==> config.mk <==
export PLATFORM = sky130hd
export DESIGN_NAME = param_serializer_flat
export DESIGN_NICKNAME = d
export VERILOG_FILES = /design/src/rtl/param_serializer_if.sv /design/src/rtl/param_serializer.sv /design/src/flat_wrapper.sv
export SDC_FILE = /design/constraint.sdc
export NUM_CORES = 1
export LEC_CHECK = 0
export BUFFER_PORTS_ARGS = -buffer_cell sky130_fd_sc_hd__buf_2
export CORE_UTILIZATION = 50
export CTS_CLUSTER_DIAMETER = 150
export CTS_CLUSTER_SIZE = 28
export DETAILED_ROUTE_END_ITERATION = 16
export GPL_TIMING_DRIVEN = 0
export PLACE_DENSITY = 0.82
export SLEW_MARGIN = 20
export SYNTH_ARGS = -nofsm -noshare
export SYNTH_HDL_FRONTEND = slang
export SYNTH_SLANG_ARGS = --single-unit
==> constraint.sdc <==
create_clock -name CLK -period 2.55 [get_ports CLK]
set_clock_uncertainty 0.2 [all_clocks]
set_input_delay 0.1275 -clock CLK [delete_from_list [all_inputs] [get_ports CLK]]
set_output_delay 0.1275 -clock CLK [all_outputs]
set_load 0.005 [all_outputs]
==> src/rtl/param_serializer_if.sv <==
// Word-offer channel into param_serializer: parallel word plus per-word order/parity controls.
// Latency: none, pure signal bundle.
// Backpressure: Data_Ready from the serializer; a word is taken on an edge with Data_Valid && Data_Ready.
// Build macro: SER_PARITY_EN adds par_type (0 = even, 1 = odd) to the channel.
interface param_serializer_if #(
  parameter int DATA_WIDTH = 8
);
  logic [DATA_WIDTH-1:0] P_DATA;
  logic                  Data_Valid;
  logic                  msb_first;
  logic                  Data_Ready;
`ifdef SER_PARITY_EN
  logic                  par_type;

  modport master (output P_DATA, output Data_Valid, output msb_first, output par_type,
                  input  Data_Ready);
  modport slave  (input  P_DATA, input  Data_Valid, input  msb_first, input  par_type,
                  output Data_Ready);
`else
  modport master (output P_DATA, output Data_Valid, output msb_first, input  Data_Ready);
  modport slave  (input  P_DATA, input  Data_Valid, input  msb_first, output Data_Ready);
`endif
endinterface

==> src/rtl/param_serializer.sv <==
// Parallel-to-serial shifter with a one-word holding buffer for gapless back-to-back frames.
// Latency: first bit on ser_data the cycle after acceptance in IDLE; a held word follows with zero gap.
// Backpressure: Data_Ready = !hold_full; ser_en low freezes the shifter (hold may still fill).
// Ports: CLK, RST (sync, active-high); in_if (P_DATA, Data_Valid, msb_first, Data_Ready[, par_type]);
//        ser_en in; ser_data, ser_done, busy out (all registered)[; par_bit out].
// Build macro: SER_PARITY_EN enables par_type/par_bit parity generation.
module param_serializer #(
  parameter int DATA_WIDTH = 8
) (
  input  logic               CLK,
  input  logic               RST,
  param_serializer_if.slave  in_if,
  input  logic               ser_en,
  output logic               ser_data,
  output logic               ser_done,
  output logic               busy
`ifdef SER_PARITY_EN
  ,
  output logic               par_bit
`endif
);

  localparam int CW = $clog2(DATA_WIDTH);
  localparam logic [CW-1:0] LAST = CW'(DATA_WIDTH - 1);

  typedef enum logic {S_IDLE, S_LOADED} state_t;

  state_t                state_q, state_d;
  logic [DATA_WIDTH-1:0] sh_word_q, sh_word_d;
  logic                  sh_msb_q, sh_msb_d;
  logic [CW-1:0]         cnt_q, cnt_d;
  logic [DATA_WIDTH-1:0] hold_word_q, hold_word_d;
  logic                  hold_msb_q, hold_msb_d;
  logic                  hold_full_q, hold_full_d;
  logic                  ser_data_q, ser_data_d;
  logic                  ser_done_q, ser_done_d;
  logic                  busy_q, busy_d;

  logic accept, last_bit, load_in, load_hold, to_hold;

  function automatic logic sel_bit(input logic [DATA_WIDTH-1:0] w, input logic msb,
                                   input logic [CW-1:0] c);
    logic [CW-1:0] idx;
    idx = msb ? (LAST - c) : c;
    return w[idx];
  endfunction

  assign in_if.Data_Ready = !hold_full_q;

  always_comb begin
    accept    = in_if.Data_Valid && !hold_full_q;
    last_bit  = (state_q == S_LOADED) && ser_en && (cnt_q == LAST);
    load_hold = last_bit && hold_full_q;
    // A fresh word bypasses the hold register when the shifter is (or is just becoming) free.
    load_in   = accept && ((state_q == S_IDLE) || (last_bit && !hold_full_q));
    to_hold   = accept && !load_in;
  end

  always_comb begin
    state_d     = state_q;
    sh_word_d   = sh_word_q;
    sh_msb_d    = sh_msb_q;
    cnt_d       = cnt_q;
    hold_word_d = hold_word_q;
    hold_msb_d  = hold_msb_q;
    hold_full_d = hold_full_q;

    case (state_q)
      S_IDLE: if (load_in) state_d = S_LOADED;
      S_LOADED: if (last_bit && !load_hold && !load_in) state_d = S_IDLE;
      default: state_d = S_IDLE;
    endcase

    if (last_bit) begin
      cnt_d = '0;
    end else if ((state_q == S_LOADED) && ser_en) begin
      cnt_d = cnt_q + CW'(1);
    end

    if (load_hold) begin
      sh_word_d   = hold_word_q;
      sh_msb_d    = hold_msb_q;
      cnt_d       = '0;
      hold_full_d = 1'b0;
    end else if (load_in) begin
      sh_word_d = in_if.P_DATA;
      sh_msb_d  = in_if.msb_first;
      cnt_d     = '0;
    end

    if (to_hold) begin
      hold_word_d = in_if.P_DATA;
      hold_msb_d  = in_if.msb_first;
      hold_full_d = 1'b1;
    end

    ser_done_d = last_bit;
    busy_d     = (state_d == S_LOADED);
    // Output register shows the bit that the next ser_en cycle will consume.
    ser_data_d = (state_d == S_LOADED) ? sel_bit(sh_word_d, sh_msb_d, cnt_d) : 1'b1;
  end

  always_ff @(posedge CLK) begin
    if (RST) begin
      state_q     <= S_IDLE;
      sh_word_q   <= '0;
      sh_msb_q    <= 1'b0;
      cnt_q       <= '0;
      hold_word_q <= '0;
      hold_msb_q  <= 1'b0;
      hold_full_q <= 1'b0;
      ser_data_q  <= 1'b1;
      ser_done_q  <= 1'b0;
      busy_q      <= 1'b0;
    end else begin
      state_q     <= state_d;
      sh_word_q   <= sh_word_d;
      sh_msb_q    <= sh_msb_d;
      cnt_q       <= cnt_d;
      hold_word_q <= hold_word_d;
      hold_msb_q  <= hold_msb_d;
      hold_full_q <= hold_full_d;
      ser_data_q  <= ser_data_d;
      ser_done_q  <= ser_done_d;
      busy_q      <= busy_d;
    end
  end

  assign ser_data = ser_data_q;
  assign ser_done = ser_done_q;
  assign busy     = busy_q;

`ifdef SER_PARITY_EN
  // Parity follows the word into the hold register so it is ready at the zero-gap transfer.
  logic hold_par_q, hold_par_d;
  logic par_bit_q, par_bit_d;

  always_comb begin
    hold_par_d = hold_par_q;
    par_bit_d  = par_bit_q;
    if (to_hold) hold_par_d = in_if.par_type;
    if (load_hold) begin
      par_bit_d = (^hold_word_q) ^ hold_par_q;
    end else if (load_in) begin
      par_bit_d = (^in_if.P_DATA) ^ in_if.par_type;
    end
  end

  always_ff @(posedge CLK) begin
    if (RST) begin
      hold_par_q <= 1'b0;
      par_bit_q  <= 1'b0;
    end else begin
      hold_par_q <= hold_par_d;
      par_bit_q  <= par_bit_d;
    end
  end

  assign par_bit = par_bit_q;
`endif

endmodule

==> src/flat_wrapper.sv <==
// flat-port wrapper written by rule: the top's interface ports become plain ports
module param_serializer_flat 
#(
  parameter int DATA_WIDTH = 8
)
  (CLK, RST, ser_en, ser_data, ser_done, busy, in_if_P_DATA, in_if_Data_Valid, in_if_msb_first, in_if_Data_Ready);
  param_serializer_if #(.DATA_WIDTH(DATA_WIDTH)) in_if_i ();
  input  logic CLK;
  input  logic RST;
  input  logic ser_en;
  output logic ser_data;
  output logic ser_done;
  output logic busy;
  input wire logic [$bits(in_if_i.P_DATA)-1:0] in_if_P_DATA;
  input wire logic [$bits(in_if_i.Data_Valid)-1:0] in_if_Data_Valid;
  input wire logic [$bits(in_if_i.msb_first)-1:0] in_if_msb_first;
  output wire logic [$bits(in_if_i.Data_Ready)-1:0] in_if_Data_Ready;
  assign in_if_i.P_DATA = in_if_P_DATA;
  assign in_if_i.Data_Valid = in_if_Data_Valid;
  assign in_if_i.msb_first = in_if_msb_first;
  assign in_if_Data_Ready = in_if_i.Data_Ready;
  param_serializer #(.DATA_WIDTH(DATA_WIDTH)) u_core (.CLK(CLK), .RST(RST), .in_if(in_if_i), .ser_en(ser_en), .ser_data(ser_data), .ser_done(ser_done), .busy(busy));
endmodule
After elaboration in Yosys (flattened, before gate mapping)
Index checks and enable logic that the tools add are counted.
{"block": "classes", "magnitude_cmp": 1, "muxes": 16, "n_bitwise": 2, "reduce_logical": 15, "n_eq_ne": 1, "add_sub_neg": 2}
{"cell": "$mux 8", "count": 2}
{"cell": "$mux 3", "count": 5}
{"cell": "$logic_and 1x1->1", "count": 9}
{"cell": "$mux 1", "count": 7}
{"cell": "$lt 3x4->1 const B", "count": 1}
{"cell": "$add 3x1->3 const B", "count": 1}
{"cell": "$bmux 1 s3", "count": 1}
{"cell": "$eq 3x3->1 const B", "count": 1}
{"cell": "$logic_not 1->1", "count": 3}
{"cell": "$sub 3x3->3 const A", "count": 1}
{"cell": "$not 1->1", "count": 2}
{"cell": "$pmux 1 s2", "count": 1}
{"cell": "$reduce_bool 2->1", "count": 1}
{"cell": "$reduce_or 2->1", "count": 1}
{"cell": "$logic_or 1x1->1", "count": 1}
{"block": "word_totals", "elab_cells": 46, "reg_bits": 25}

Logic depth before layout (Yosys ltp)
Gate-level depths: netlist of run 1.
{"block": "logic_depth", "depth_word": 11, "depth_mapped": 11}

Worst setup path after synthesis of run 1
OpenSTA, ideal clock, no wires.
{"block": "synth_timing", "path_kind": "register -> register", "start": "reg u_core.cnt_q[0]", "end": "reg u_core.ser_data_q, in the netlist u_core.ser_data", "synth_period_minus_slack_ps": 2396, "path_stages_with_launch": 11, "t_required_ps": 2286, "arrival_ps": 2132, "setup_slack_ps": 154, "path_buffers": 2, "cell_sequence": "dfxtp_1 ha_1 ha_1 buf_4 and4_4 buf_6 o41a_1 xor2_1 mux2i_1 o211ai_1 nand4_1"}
{"block": "synth_between", "elab_chain_len": 11}
{"item": "start, declared", "line": "param_serializer.sv:31", "source": "logic [CW-1:0] cnt_q, cnt_d;"}
{"item": "start signal, assigned", "line": "param_serializer.sv:119", "source": "cnt_q <= cnt_d;"}
{"item": "branches (longest 11 deep; another with $add 3x1->3)"}
{"item": "end signal, assigned", "line": "param_serializer.sv:123", "source": "ser_data_q <= ser_data_d;"}
{"item": "end, declared", "line": "param_serializer.sv:35", "source": "logic ser_data_q, ser_data_d;"}
Parallel ways; which one is timed is not known. The select of a mux whose other input is x is not followed.
A chain may end at the register's enable or synchronous reset.

Worst setup path after layout of run 1
Same ends and word-level chain as after synthesis.

==> results of run 1 <==
## layer usage
layer | vias to the layer above | routed length, um | GRT usage
li1 | 617 | - | -
met1 | 608 | 1424 | 0.2976
met2 | 51 | 1648 | 0.4250
met3 | 7 | 149 | 0.04310
met4 | 0 | 59 | 0.1272
met5 | - | 0 | 0
## cell families after synthesis
family / synth area share
simple gates: 0.2738
compound gates: 0.1521
flops: 0.3802
mux: 0.1122
buf+inv: 0.04942
xor+xnor: 0.01331
fa+ha+maj: 0.01901
## synthesized netlist by cell type (3+ instances only)
library cell   n  area (um^2)
o21ai_0        3        15.01
or3_1          3        18.77
nand3_1       11        55.05
nor3_1         5        25.02
mux2_2         5        56.30
dfxtp_1       25        500.5
clkbuf_1       4        15.01
nand2b_1       4        25.02
a21oi_1       16        80.08
nor2b_1        3        18.77
nor2_1         9        33.78
nand2_1       23        86.33
mux2i_1        8        80.08
## placed cells by master (no fill, tap or decap), drive strengths merged, types with 2 or more instances in the layout
master,instances
nor2b,3
dlygate4sd3,12
ha,2
nand2b,4
and4b,2
inv,2
nor3,6
nand4,2
or2,2
or3,3
mux2,6
o21ai,3
a21boi,2
dfxtp,25
clkbuf,7
mux2i,8
a21oi,18
o211a,2
nand3,11
nand2,23
nor2,9
buf,21
## power groups by stage
| stage | Combinational (mW) | Clock, mW | Sequential [mW] |
|---|---|---|---|
| floorplan | 0.111 | 0 | 0.428 |
| global placement | 0.148 | 0 | 0.428 |
| detailed placement | 0.154 | 0 | 0.430 |
| CTS | 0.177 | 0.191 | 0.422 |
| global route | 0.206 | 0.209 | 0.425 |
| finish | 0.188 | 0.184 | 0.422 |
## worst max path at each step
stage / to / slack (ns) / depth (start not counted)
after floorplan: u_core.ser_data / 0.15 / 10
final: u_core.ser_data / 0.08 / 10
after CTS: u_core.ser_data / 0.01 / 10
after global placement: u_core.ser_data / -0.02 / 10
after global routing: u_core.ser_data / 0.006 / 10
after detailed placement: u_core.ser_data / -0.13 / 10
## cell type report
cell class                 count  area (um^2)  area share
inverter                       2        7.507    0.004501
timing repair buffer          29        210.2      0.1260
clock inverter                 1        7.507    0.004501
clock buffer                   3        22.52     0.01350
tap                           30        37.54     0.02251
multi-input combinational    119        822.0      0.4929
sequential                    25        503.0      0.3016
buffer                         8        57.56     0.03451
## worst max-delay path, delay by kind of cell, from the launching register on
family / cells / cell delay [ns]
AOI/OAI and AO/OA: 2 / 0.27
and+or+nand+nor: 5 / 1.10
adders and majority gates: 2 / 0.32
buffers and inverters: 1 / 0.14
DFF: 1 / 0.39
## flip-flops by register name, summed over array words and instances (netlist names)
| register | flops |
|---|---|
| u_core.ser_done | 1 |
| u_core.sh_word_q | 8 |
| u_core.cnt_q | 3 |
| u_core.state_q | 1 |
| u_core.sh_msb_q | 1 |
| u_core.ser_data | 1 |
| u_core.hold_msb_q | 1 |
| u_core.hold_word_q | 8 |
| u_core.hold_full_q | 1 |
## stage by stage
| stage | hold WS, ns | TNS (ns) | std cells | util | total power, mW |
|---|---|---|---|---|---|
| 2_1_floorplan | -0.0008890 | 0 | 155 | - | 0.5393 |
| 3_3_place_gp | 0.1718 | -0.02191 | 200 | 0.5768 | 0.5765 |
| 3_5_place_dp | 0.1835 | -0.1298 | 200 | 0.5768 | 0.5837 |
| 4_1_cts | 0.01811 | 0 | 217 | 0.6556 | 0.7900 |
| 5_1_grt | 0.03941 | 0 | 217 | 0.6732 | 0.8394 |
| 6_report | 0.04110 | 0 | 217 | 0.6732 | 0.7942 |
## timing repair
action                                  CTS  global route
pin swaps                                 6             3
setup buffers                             1             1
endpoints found under the setup margin    1             5
hold buffers                             12             0
gates resized for setup                   9            11
endpoints found under the hold margin    17             0
==> flow_summary.ini, run 1 <==
[status]
status = finished clean

[synthesis]
ys_ff_latch = 25
async_flop_share = 0
synth_edf_count = 0
synth_nets = 170
ys_warn_count = 0
seq_area_frac_synth = 0.3802
synth_area_mm2 = 0.001316
ys_types = 40
syn_inst = 155
synth_flop_cell = dfxtp_1
syn_area_per_cell_um2 = 8.492

[clock_tree]
clock_path_buffers = 2
cts_tree = done
cts_htree_levels = 1
cts.sinks = 25
worstSkewPairLatency_ns = 0.33
clk_pin_slew_ns = 0.14
cts-root-buf = clkbuf_4
cts_made_buffers = 3

[global_route]
grt_max_degree = 16
grt_usage = 0.2506
grt.overflow.total = 0
grt_pass1_wl_mm = 5.071
antenna_found_initial = 0
grt_pass1_vias = 1142

[final_layout]
area_growth_pct = 26.71
fillers = 206
nets = 203
final_area_mm2 = 0.001668
antennaDiodeCount = 0
drive_above_1_share = 0.2567

[floorplanning]
core_mm2 = 0.002477
pin_count = 17
die_height_um = 53.31
initial_utilization = 0.5313
core.rowCount = 18
die_w_um = 53.31
die-area_mm2 = 0.002842

[power_and_ir_drop]
ir_drop_mv = 0.4220
p_int_mw = 0.5606
power_switching_mw = 0.2336
swShare = 0.2941
power.leakage_nw = 0.6580
combPwrFrac = 0.237
p_clk_frac = 0.231
powerDensity_mw_per_mm2 = 476.2
pwr-share-seq = 0.532

[sta]
period_share = 0.9680
hold_viol = 0
slew_headroom = 0.6299
worstMarginPinSlew_ns = 0.5552
setup_viol = 0
fin_crit_ns = 2.468
finalMaxSlewViolations = 0
rsz0062_at_grt = no
fmax_mhz = 405.1
worst_slack_ns = 0.08164

[routing]
drc = 0
dr.pass1.iters = 4
drt-wirelength-per-cell_um = 15.12
drt-total-wl_mm = 3.281
drt_iter0_markers = 54
viasPerCell = 5.912
vias = 1283
ant_nets = 0

[placement]
dp_hpwl_mm = 2.196
dp_slack_ns = -0.1298
numPortBuffers = 15
gp_congestion = 0.8774
placed_cell_area_mm2 = 0.001429

[critical_path]
cp.required_ns = 2.63
criticalPathCategory = flop to flop
reg2reg_slack_ns = 0.08
r2r_start = u_core.cnt_q[0]
cp_data_arrival_time_ns = 2.55
r2r_cells = 10
cp-end-kind = flop
startpoint = u_core.cnt_q[0]
slowest_delay_ns = 0.39
worst_r2r_endpoint = u_core.ser_data
path_cells = ha_4 > ha_4 > buf_4 > nand2_1 > and3b_2 > or3_4 > or3_1 > a21oi_1 > o211ai_1 > nand4_1
cp-start-kind = flop
path_common_cell = ha_4
crit_fanout = 6
cp_slowest_cell = dfxtp_2

[min_path]
min_to = u_core.state_q
hold_path_class = primary input to flop
hold_path.startpoint = in_if_Data_Valid
min_path_cells = 3

[job]
maxCapViolCount = 0
(Power assumes the default switching activity.)
==> inputs of run 2 (changes only) <==
--- a/config.mk
+++ b/config.mk
@@ -12,6 +12,7 @@
 export DETAILED_ROUTE_END_ITERATION = 16
 export GPL_TIMING_DRIVEN = 0
 export PLACE_DENSITY = 0.82
+export SETUP_SLACK_MARGIN = 0.1
 export SLEW_MARGIN = 20
 export SYNTH_ARGS = -nofsm -noshare
 export SYNTH_HDL_FRONTEND = slang
==> flow_summary.ini, run 2 (synthesized netlist as in run 1, its figures left out) <==
[global_route]
grt_max_degree = 16
grt_pass1_wl_mm = 5.202
grt.overflow.total = 0
grt_usage = 0.2567
antenna_found_initial = 0
grt_pass1_vias = 1155

[critical_path]
reg2reg_slack_ns = 0.12
path_cells = ha_4 > ha_4 > and4_4 > buf_8 > o41a_1 > xor2_2 > mux2i_1 > o211ai_1 > nand4_1
cp.required_ns = 2.63
cp-start-kind = flop
cp_slowest_cell = o41a_1
crit_fanout = 7
cp_data_arrival_time_ns = 2.51
path_common_cell = ha_4
cp-end-kind = flop
criticalPathCategory = flop to flop
slowest_delay_ns = 0.46

[sta]
slew_headroom = 0.5938
worstMarginPinSlew_ns = 0.6092
fmax_mhz = 411.6
fin_crit_ns = 2.429
hold_viol = 0
rsz0062_at_grt = yes
setup_viol = 0
period_share = 0.9527
finalMaxSlewViolations = 0

[power_and_ir_drop]
p_int_mw = 0.5706
combPwrFrac = 0.248
powerDensity_mw_per_mm2 = 465.3
ir_drop_mv = 0.4443
swShare = 0.3004
pwr-share-seq = 0.519
p_clk_frac = 0.234
power.leakage_nw = 0.6987
power_switching_mw = 0.2450

[floorplanning]
die_height_um = 53.31
core_mm2 = 0.002477
core.rowCount = 18
pin_count = 17
die-area_mm2 = 0.002842
die_w_um = 53.31
initial_utilization = 0.5313

[clock_tree]
cts_tree = done
cts_htree_levels = 1
clock_path_buffers = 2
cts.sinks = 25
cts_made_buffers = 3
cts-root-buf = clkbuf_4
clk_pin_slew_ns = 0.14
worstSkewPairLatency_ns = 0.33

[job]
maxCapViolCount = 0

[placement]
placed_cell_area_mm2 = 0.001429
dp_hpwl_mm = 2.196
gp_congestion = 0.8774
numPortBuffers = 15

[routing]
vias = 1316
drt_iter0_markers = 50
viasPerCell = 5.849
drt-wirelength-per-cell_um = 15.25
drt-total-wl_mm = 3.432
drc = 0
dr.pass1.iters = 4
ant_nets = 0

[min_path]
hold_path_class = primary input to flop

[final_layout]
fin_util = 0.7076
fillers = 198
ff_latch_area_um2 = 503.0
area_growth_pct = 33.17
final_area_mm2 = 0.001753
drive_above_1_share = 0.3026
antennaDiodeCount = 0
top_regs = u_core.hold_word_q x8, u_core.sh_word_q x8, u_core.cnt_q x3
nets = 211
multiInputGateArea_um2 = 843.3
final_cell_mix = nand2_1, dfxtp_1, buf_2

[status]
status = finished clean
run 2: cell types whose count changed in the layout (fill, tap and decap cells not counted), sizes merged:
cell,previous run,this run
buf,21,29
run 2: per-stage QoR:
| step | power [mW] | cells | setup WS [ns] | setup TNS (ns) | hold WS [ns] |
|---|---|---|---|---|---|
| 6_report | 0.8156 | 225 | 0.1207 | 0 | 0.06366 |
| 5_1_grt | 0.8541 | 225 | 0.03224 | 0 | 0.06658 |
| 4_1_cts | 0.7958 | 222 | 0.06407 | 0 | 0.01811 |
| 3_5_place_dp | 0.5837 | 200 | -0.1298 | -0.1298 | 0.1835 |
| 3_3_place_gp | 0.5765 | 200 | -0.02191 | -0.02191 | 0.1718 |
| 2_1_floorplan | 0.5393 | 155 | 0.1542 | 0 | -0.0008890 |
run 2: power groups by stage:
stage / clock network (mW) / registers, mW / logic (mW)
floorplan: 0 / 0.428 / 0.111
global placement: 0 / 0.428 / 0.148
detailed placement: 0 / 0.430 / 0.154
CTS: 0.191 / 0.422 / 0.182
global route: 0.209 / 0.425 / 0.220
finish: 0.191 / 0.423 / 0.202
run 2: final timing paths:
kind	cells past startpoint	from	end
worst max register to register	9	u_core.cnt_q[0]	u_core.ser_data
worst min register to register	2	u_core.hold_word_q[0]	u_core.hold_word_q[0]
worst max-delay path	9	u_core.cnt_q[0]	u_core.ser_data
worst min-delay path	3	in_if_Data_Valid	u_core.state_q
run 2: layout make-up:
type	instances	share of cell area
Buffer	8	0.03498
Clock buffer	3	0.01285
Clock inverter	1	0.004283
Inverter	2	0.004283
Multi-Input combinational cell	119	0.4811
Sequential cell	25	0.2869
Tap cell	30	0.02141
Timing Repair Buffer	37	0.1542
run 2: repair_timing:
item                       4_1_cts  5_1_grt
hold buffers                    12        0
setup endpoints to repair        1       10
pin swaps                        7        6
buffers inserted                 6        4
hold endpoints to repair        17        0
resized for setup               13       11
run 2: per-layer routing:
layer  routed length, um  track usage  part of all wire  vias to the layer above
met1                1484       0.3133              0.43                      625
met3                 191      0.03736             0.056                        6
li1                    -            -                 -                      634
met5                   0            0                 0                        -
met4                  45      0.08772             0.013                        0
met2                1710       0.4500              0.50                       51
run 2: worst max-delay path, delay by kind of cell (launching register included):
| family | cells | cell delay [ns] |
|---|---|---|
| xor+xnor | 1 | 0.22 |
| mux | 1 | 0.26 |
| fa+ha+maj | 2 | 0.35 |
| simple gates | 2 | 0.28 |
| compound gates | 2 | 0.58 |
| buf+inv | 1 | 0.13 |
| flops | 1 | 0.37 |
==> inputs of run 3 (changes only) <==
--- a/config.mk
+++ b/config.mk
@@ -6,12 +6,14 @@
 export NUM_CORES = 1
 export LEC_CHECK = 0
 export BUFFER_PORTS_ARGS = -buffer_cell sky130_fd_sc_hd__buf_2
-export CORE_UTILIZATION = 50
+export CELL_PAD_IN_SITES_DETAIL_PLACEMENT = 1
+export CELL_PAD_IN_SITES_GLOBAL_PLACEMENT = 1
+export CORE_UTILIZATION = 38
 export CTS_CLUSTER_DIAMETER = 150
 export CTS_CLUSTER_SIZE = 28
 export DETAILED_ROUTE_END_ITERATION = 16
 export GPL_TIMING_DRIVEN = 0
-export PLACE_DENSITY = 0.82
+export PLACE_DENSITY_LB_ADDON = 0.1
 export SETUP_SLACK_MARGIN = 0.1
 export SLEW_MARGIN = 20
 export SYNTH_ARGS = -nofsm -noshare
==> flow_summary.ini, run 3 (synthesized netlist as in run 1, its figures left out) <==
[sta]
hold_viol = 0
hold_slack_ns = 0.07212
rsz0062_at_grt = yes
fmax_mhz = 406.0
setup_viol = 0
worstMarginPinSlew_ns = 0.5960
slew_headroom = 0.6015
finalMaxSlewViolations = 0
worst_slack_ns = 0.08694
fin_crit_ns = 2.463
period_share = 0.9659

[placement]
dp_slack_ns = -0.08808
numPortBuffers = 15
dp_hpwl_mm = 2.519
gp_congestion = 0.8390

[floorplanning]
core.rowCount = 21
die_height_um = 60.86
die_w_um = 60.86
core_mm2 = 0.003337
initial_utilization = 0.3945
pin_count = 17
die-area_mm2 = 0.003703

[final_layout]
antennaDiodeCount = 0
final_cell_mix = nand2_1, dfxtp_1, buf_2, a21oi_1, dlygate4sd3_1
nets = 207
area_growth_pct = 30.32
fin_util = 0.5141
drive_above_1_share = 0.2670
multiInputGateArea_um2 = 823.3
fillers = 431
top_regs = u_core.hold_word_q x8, u_core.sh_word_q x8, u_core.cnt_q x3
ff_latch_area_um2 = 503.0

[clock_tree]
cts.sinks = 25
cts_htree_levels = 1
cts_tree = done
cts-root-buf = clkbuf_4
clock_path_buffers = 2
cts_made_buffers = 3
worstSkewPairLatency_ns = 0.32
clk_pin_slew_ns = 0.15

[critical_path]
cp-start-kind = flop
criticalPathCategory = flop to flop
cp_data_arrival_time_ns = 2.48
crit_fanout = 6
cp.required_ns = 2.57
startpoint = u_core.cnt_q[1]
r2r_start = u_core.cnt_q[1]
cp-end-kind = flop

[min_path]
hold_path.startpoint = in_if_Data_Valid
hold_path_class = primary input to flop

[routing]
drc = 0
dr.pass1.iters = 4
drt-wirelength-per-cell_um = 15.77
viasPerCell = 5.228
ant_nets = 0
vias = 1239
drt-total-wl_mm = 3.737
drt_iter0_markers = 54

[status]
status = finished clean

[power_and_ir_drop]
power.leakage_nw = 0.6671
ir_drop_mv = 0.2845
powerDensity_mw_per_mm2 = 467.7

[global_route]
grt_usage = 0.2279
grt_pass1_vias = 1359
grt.overflow.total = 0
grt_max_degree = 14
grt_pass1_wl_mm = 6.120
antenna_found_initial = 0

[job]
maxCapViolCount = 0
run 3: cell types whose count changed in the layout (fill, tap and decap cells not counted), sizes merged:
cell      previous run  this run
clkinvlp             1         0
buf                 29        26
run 3: worst paths after layout:
kind / to / slack (ns) / cells past startpoint
hold reg to reg: u_core.hold_word_q[4] / 0.27 / 2
hold / removal: u_core.state_q / 0.07 / 3
setup reg to reg: u_core.ser_data / 0.09 / 11
setup / recovery: u_core.ser_data / 0.09 / 11
run 3: critical path: stages (launching register included):
cell and delay, ns:
dfxtp_2 0.37, ha_4 0.16, ha_4 0.15, buf_6 0.13, a21boi_4 0.18, nand2b_1 0.16
buf_6 0.14, mux2_2 0.34, mux2i_2 0.20, mux2i_1 0.12, o211ai_1 0.11, nand4_1 0.09
run 3: area by class of cell:
class / count / share of cell area
sequential: 25 / 0.2932
multi-input combinational: 119 / 0.4799
timing repair buffer: 32 / 0.1357
clock buffer: 4 / 0.01532
buffer: 9 / 0.03793
tap: 46 / 0.03355
inverter: 2 / 0.004376
run 3: report_power, final:
part / internal, mW / total, mW / leakage [nW] / switching (mW)
clock: 0.0613 / 0.189 / 0.0150 / 0.127
combinational: 0.0910 / 0.191 / 0.447 / 0.0999
sequential: 0.412 / 0.423 / 0.205 / 0.0108
total: 0.564 / 0.802 / 0.667 / 0.238
run 3: through the flow:
step	TNS (ns)	total power, mW	instances	instance area [um^2]
floorplan	0	0.5393	155	1316
global placement	-0.08517	0.5832	216	1449
detailed placement	-0.08808	0.5884	216	1449
CTS	0	0.7956	237	1699
global route	-0.07464	0.8408	237	1715
finish	0	0.8023	237	1715
run 3: layer usage:
layer  part of all wire  global-route usage
met1               0.44              0.2647
met2               0.53              0.4364
met3              0.019             0.02559
met4              0.014             0.06494
met5                  0                   0
run 3: timing repair:
action	4_1_cts	5_1_grt
endpoints found under the hold margin	16	0
resized for setup	14	4
buffers inserted	5	0
hold buffers	12	0
pin swaps	7	3
setup endpoints to repair	10	10
